**src/rtl/serdes_pkg.sv**
```systemverilog
// Shared serializer/deserializer types and the sub-word ordering helper.
// Both ends of the link use the same ordering so they agree on byte order.
package serdes_pkg;

   typedef enum logic {IDLE = 1'b0, SEND = 1'b1} ser_state_t;

   // Maps a transfer position to the sub-word slot within the full word.
   function automatic int unsigned sub_word_idx(input int unsigned cnt,
                                                input int unsigned num_words,
                                                input bit          little_endian);
      return little_endian ? cnt : (num_words - 1 - cnt);
   endfunction

endpackage

```
**src/rtl/word_serializer.sv**
```systemverilog
// Splits a wide word into NUM_WORDS sub-words, one per clock, with FIFO-full backpressure.
// The next word may be accepted on the last sub-word cycle, so words stream with no idle cycle.
//
// state | meaning
// IDLE  | no word held; ready for a new word
// SEND  | emitting sub-word cnt of the held word
module word_serializer
   import serdes_pkg::*;
#(
   parameter int unsigned WIDTH         = 8,
   parameter int unsigned NUM_WORDS     = 4,
   parameter bit          LITTLE_ENDIAN = 1'b1
) (
   input  logic                       clk,
   input  logic                       i_reset_n,
   input  logic [WIDTH*NUM_WORDS-1:0] i_data,
   input  logic                       i_dv,
   output logic                       o_ready,
   output logic [WIDTH-1:0]           o_data,
   output logic                       o_dv,
   input  logic                       i_full,
   output logic                       o_busy
);

   localparam int unsigned      CNT_W    = (NUM_WORDS > 1) ? $clog2(NUM_WORDS) : 1;
   localparam logic [CNT_W-1:0] CNT_LAST = CNT_W'(NUM_WORDS - 1);

   ser_state_t                 state_q, state_d;
   logic [CNT_W-1:0]           cnt_q, cnt_d;
   logic [WIDTH*NUM_WORDS-1:0] shift_q, shift_d;
   logic                       last;
   logic                       load;
   int unsigned                sel_idx;

   always_comb sel_idx = sub_word_idx(32'(cnt_q), NUM_WORDS, LITTLE_ENDIAN);

   assign o_data  = shift_q[sel_idx*WIDTH +: WIDTH];
   assign o_busy  = (state_q == SEND);
   // o_dv is combinational from i_full so the FIFO is never written while full.
   assign o_dv    = o_busy & ~i_full;
   assign last    = (cnt_q == CNT_LAST);
   assign o_ready = ~o_busy | (last & ~i_full);
   assign load    = i_dv & o_ready;

   always_comb begin
      state_d = state_q;
      cnt_d   = cnt_q;
      shift_d = shift_q;
      if (load) begin
         state_d = SEND;
         cnt_d   = '0;
         shift_d = i_data;
      end else if (o_dv) begin
         if (last) begin
            state_d = IDLE;
            cnt_d   = '0;
         end else begin
            cnt_d = cnt_q + 1'b1;
         end
      end
   end

   always_ff @(posedge clk or negedge i_reset_n) begin
      if (!i_reset_n) begin
         state_q <= IDLE;
         cnt_q   <= '0;
         shift_q <= '0;
      end else begin
         state_q <= state_d;
         cnt_q   <= cnt_d;
         shift_q <= shift_d;
      end
   end

endmodule

```
**config.mk**
```make
export PLATFORM = sky130hd
export DESIGN_NAME = word_serializer
export DESIGN_NICKNAME = d
export VERILOG_FILES = /design/src/rtl/serdes_pkg.sv /design/src/rtl/word_serializer.sv
export SDC_FILE = /design/constraint.sdc
export NUM_CORES = 1
export LEC_CHECK = 0
export ABC_AREA = 1
export CELL_PAD_IN_SITES_DETAIL_PLACEMENT = 1
export CELL_PAD_IN_SITES_GLOBAL_PLACEMENT = 1
export CORE_UTILIZATION = 44
export DETAILED_ROUTE_END_ITERATION = 8
export DONT_BUFFER_PORTS = 1
export GPL_TIMING_DRIVEN = 1
export MAX_ROUTING_LAYER = met4
export PLACE_DENSITY_LB_ADDON = 0.2
export SLEW_MARGIN = 20
export SYNTH_ARGS = -nofsm -noshare
export SYNTH_HDL_FRONTEND = slang
export SYNTH_SLANG_ARGS = --single-unit
```
**constraint.sdc**
```tcl
create_clock -name clk -period 2.4 [get_ports clk]
set_input_delay 0.6 -clock clk [delete_from_list [all_inputs] [get_ports clk]]
set_output_delay 0.6 -clock clk [all_outputs]
set_load 0.01 [all_outputs]
```
# [After elaboration in Yosys (flattened, before gate mapping)]
# Cells that the tools add are included.
[op_classes] addsub=1 n_eq_ne=1 shift=1 mux=6 bitwise=6 reduce_logical=3
[ops] op="32-bit by 6-bit variable part select with 8-bit output" count=1
[ops] op="2-bit two-way mux" count=3
[ops] op="2-bit nonzero test" count=2
[ops] op="1-bit AND" count=3
[ops] op="1-bit two-way mux" count=3
[ops] op="2-bit by 1-bit adder with 2-bit output (second input constant)" count=1
[ops] op="2-bit equality test (second input constant)" count=1
[ops] op="1-bit NOT" count=2
[ops] op="2-bit AND reduction" count=1
[ops] op="1-bit bitwise OR" count=1
[word_totals] ff_bits=35 in_bits=36

# [Depth between registers and ports, before layout]
[depth] ltp_word=6 mapped_depth=7 ltp_nobuf=6

# [Least setup slack after synthesis]
# Ideal clock, no wire load.
[synth_path] path_kind="input -> output" startpoint="input port i_full" endpoint="output port o_ready" arrival_ns=0.986 path_slack_ns=0.814 path_stages=4 path_cell_list="inv_2 > nand2_2 > nand2_4 > buf_4"
[synth_between] elab_chain_cells=3
[synth_rtl] element="start, declared" line_no="word_serializer.sv:21" text="input logic i_full,"
[synth_rtl] element="1-bit NOT" line_no="word_serializer.sv:42" text="assign o_ready = ~o_busy | (last & ~i_full);"
[synth_rtl] element="1-bit AND" line_no="word_serializer.sv:42"
[synth_rtl] element="1-bit bitwise OR" line_no="word_serializer.sv:42"
[synth_rtl] element="end, declared" line_no="word_serializer.sv:18" text="output logic o_ready,"
# No other way between the ends.

# [Final worst setup path]
[layout_path] startpoint="register cnt_q[0]" endpoint="output port o_ready"
[layout_between] elab_chain_cells=3
[layout_rtl] element="start, declared" line_no="word_serializer.sv:29" text="logic [CNT_W-1:0] cnt_q, cnt_d;"
[layout_rtl] element="start signal, assigned" line_no="word_serializer.sv:70" text="cnt_q <= cnt_d;"
[layout_rtl] element="2-bit equality test" line_no="word_serializer.sv:41" text="assign last = (cnt_q == CNT_LAST);"
[layout_rtl] element="1-bit AND" line_no="word_serializer.sv:42"
[layout_rtl] element="1-bit bitwise OR" line_no="word_serializer.sv:42"
# No other way between the ends.

==> results.cfg <==
[drt]
ant_nets = 0
drc = 0
via_per_inst = 5.39
drt_wl_total_um = 4350
vias = 1444
detail_route.iter0.violations = 84
drt_first_pass_iters = 4
post_drt_wl_per_cell_um = 16.2

[worst_setup_path]
worstReg2RegStart = cnt_q[0]$_DFFE_PN0P_
worstPathArrival_ns = 1.51
max_stage_delay_ns = 0.56
ff2ff_setup_slack_ns = 0.55
end_kind = output pin
cp_cell_sequence = buf_4 > ha_1 > nand2_2 > nand2_4
slowest_stage = dfrtp_1
startpoint = cnt_q[0]$_DFFE_PN0P_
crit_type = register to output pin
startpoint_type = register
crit_required_ns = 1.80
worstPathMaxFanout = 12

[cells_and_area]
area_delta_synth_final_pct = 5.37
drive_gt1_frac = 0.0682
final_cell_mix = nand2_1 (97), dfrtp_1 (35), nand3_1 (33), inv_1 (20), o211ai_1 (16)
n_fill_cell = 468
stdcell_count = 268
final_common_cell = nand2_1
final_core_util = 0.494
nNetsFinal = 256
n_antenna_cell = 0

[flow_run]
cap_violations = 0

[yosys]
synth_nets = 260
synth_seq_cells = 35
syn_avg_cell_area_um2 = 7.93
synth.largest_area_cell = dfrtp_1
syn_inst = 223
synth_top_area_share = 0.495
ys_types = 15
synth.cell_area_um2 = 1770
synth_warnings = 0
seq_area_frac_synth = 0.495
ys_top_cells_by_area = dfrtp_1 (50%), nand2_1 (21%), nand3_1 (9.3%), o211ai_1 (6.8%), inv_1 (4.2%)

[grt]
grt_max_degree = 36
grt.overflow.total = 0
grt_use_met3 = 0.0590
grt_pass1_wl_um = 7300
grt_util_met2 = 0.376
grtUsageMet1 = 0.298
track_usage = 0.238
grt_pass1_vias = 1503
gr-max-usage-layer = met2
antenna_found_initial = 0

[timing]
fin_setup_tns_ns = 0
fin_ws_ns = 0.288
skew_ns = 0.00327
post-route-period-util = 0.880
fmax_ghz = 0.474
setup_violations = 0
drv_slew = 0
relSlewSlack = 0.749
hold_violations = 0
rsz0062_at_grt = no
tightest_slew_ns = 0.377
period_minus_slack_ns = 2.11

[clock_network]
cts-root-buf = clkbuf_8
tritoncts = built
cts_sinks = 35
clk-insertion-delay-late_ns = 0.29
cts_buffers = 5
cts_buffer_depth = 2
post_cts_resized = 0
h-tree-depth = 2
cts.reportedPaths.clkPinSlew_ns = 0.07

[floorplan]
initial_core_util = 0.469
coreArea_um2 = 3770
dieArea_um2 = 4280
die_h_um = 65.4
rows = 22
die_x_um = 65.4
ioPinCount = 47

[pwr]
ir_drop_mv = 0.583
powerDensity_nw_per_um2 = 1360
p_leak_nw = 1.00
p_total_mw = 2.53

[placed_design]
pre_cts_ws_ns = 0.572
io_buffer_count = 0
gp_congestion = 0.745
dp_hpwl_um = 3070
placed_cells_incl_taps = 259

[worst_hold_path]
hp-class = primary input to async pin

[run_status]
status = finished clean
## where the power goes
part	leakage, nW	internal, mW	switching [mW]
clock network	0.0515	0.262	0.218
logic	0.516	0.322	0.646
registers	0.434	0.864	0.218
## per-layer routing
metal	wire length (um)	part of all wire
met1	1940	0.45
met2	2100	0.48
met3	251	0.058
met4	52	0.012
met5	0	0
## worst max-delay path, delay by kind of cell (launching register included)
kind | cells | cell delay (ns)
buf+inv | 1 | 0.25
simple gates | 2 | 0.22
fa+ha+maj | 1 | 0.20
flops | 1 | 0.56
## cells by family (layout without fill, tap and decap cells)
family                     Yosys count  in the layout  share of synthesized area
AOI/OAI and AO/OA                   16             16                     0.0679
adders and majority gates            1              1                    0.00707
buffers and inverters               36             33                      0.105
DFF                                 35             35                      0.495
and+or+nand+nor                    135            135                      0.325
## timing repair
| item | CTS | global route |
|---|---|---|
| setup buffers | 0 | 0 |
| endpoints found under the hold margin | 35 | 0 |
| endpoints found under the setup margin | 0 | 0 |
| hold buffers | 1 | 0 |
## path summary, 6_finish.rpt
path | to | cells after the start
hold / removal | shift_q[2]$_DFFE_PN0P_ | 1
setup reg to reg | shift_q[28]$_DFFE_PN0P_ | 7
setup / recovery | o_ready | 4
hold reg to reg | shift_q[19]$_DFFE_PN0P_ | 2
max in group asynchronous | shift_q[14]$_DFFE_PN0P_ | 1
min in group clk | shift_q[5]$_DFFE_PN0P_ | 2
## synth_stat cells
master	instances
nand2_4	1
inv_1	20
buf_4	4
dfrtp_1	35
o211ai_1	16
ha_1	1
buf_6	2
nand2_2	1
buf_2	8
nand2_8	1
buf_8	1
nand3_1	33
inv_2	1
nand2_1	97
nor2_1	2
## area by class of cell
| type | instances | area [um2] | area share |
|---|---|---|---|
| clock buffers | 8 | 100 | 0.0537 |
| repair buffers | 4 | 42.5 | 0.0228 |
| inverters | 21 | 78.8 | 0.0423 |
| flip-flops and latches | 35 | 876 | 0.470 |
| multi-input cells | 152 | 707 | 0.379 |
| well taps | 48 | 60.1 | 0.0322 |
## sequential cells by signal, summed over array words and instances (netlist names)
| name | flops |
|---|---|
| cnt_q | 2 |
| o_busy | 1 |
| shift_q | 32 |
## per-stage QoR
step | cell area [um2] | hold slack, ns
floorplan | 1770 | 0.304
global placement | 1740 | 0.306
detailed placement | 1740 | 0.306
CTS | 1860 | 0.140
global route | 1860 | 0.138
finish | 1860 | 0.134
No activity file was read; power rests on OpenSTA's default activity.
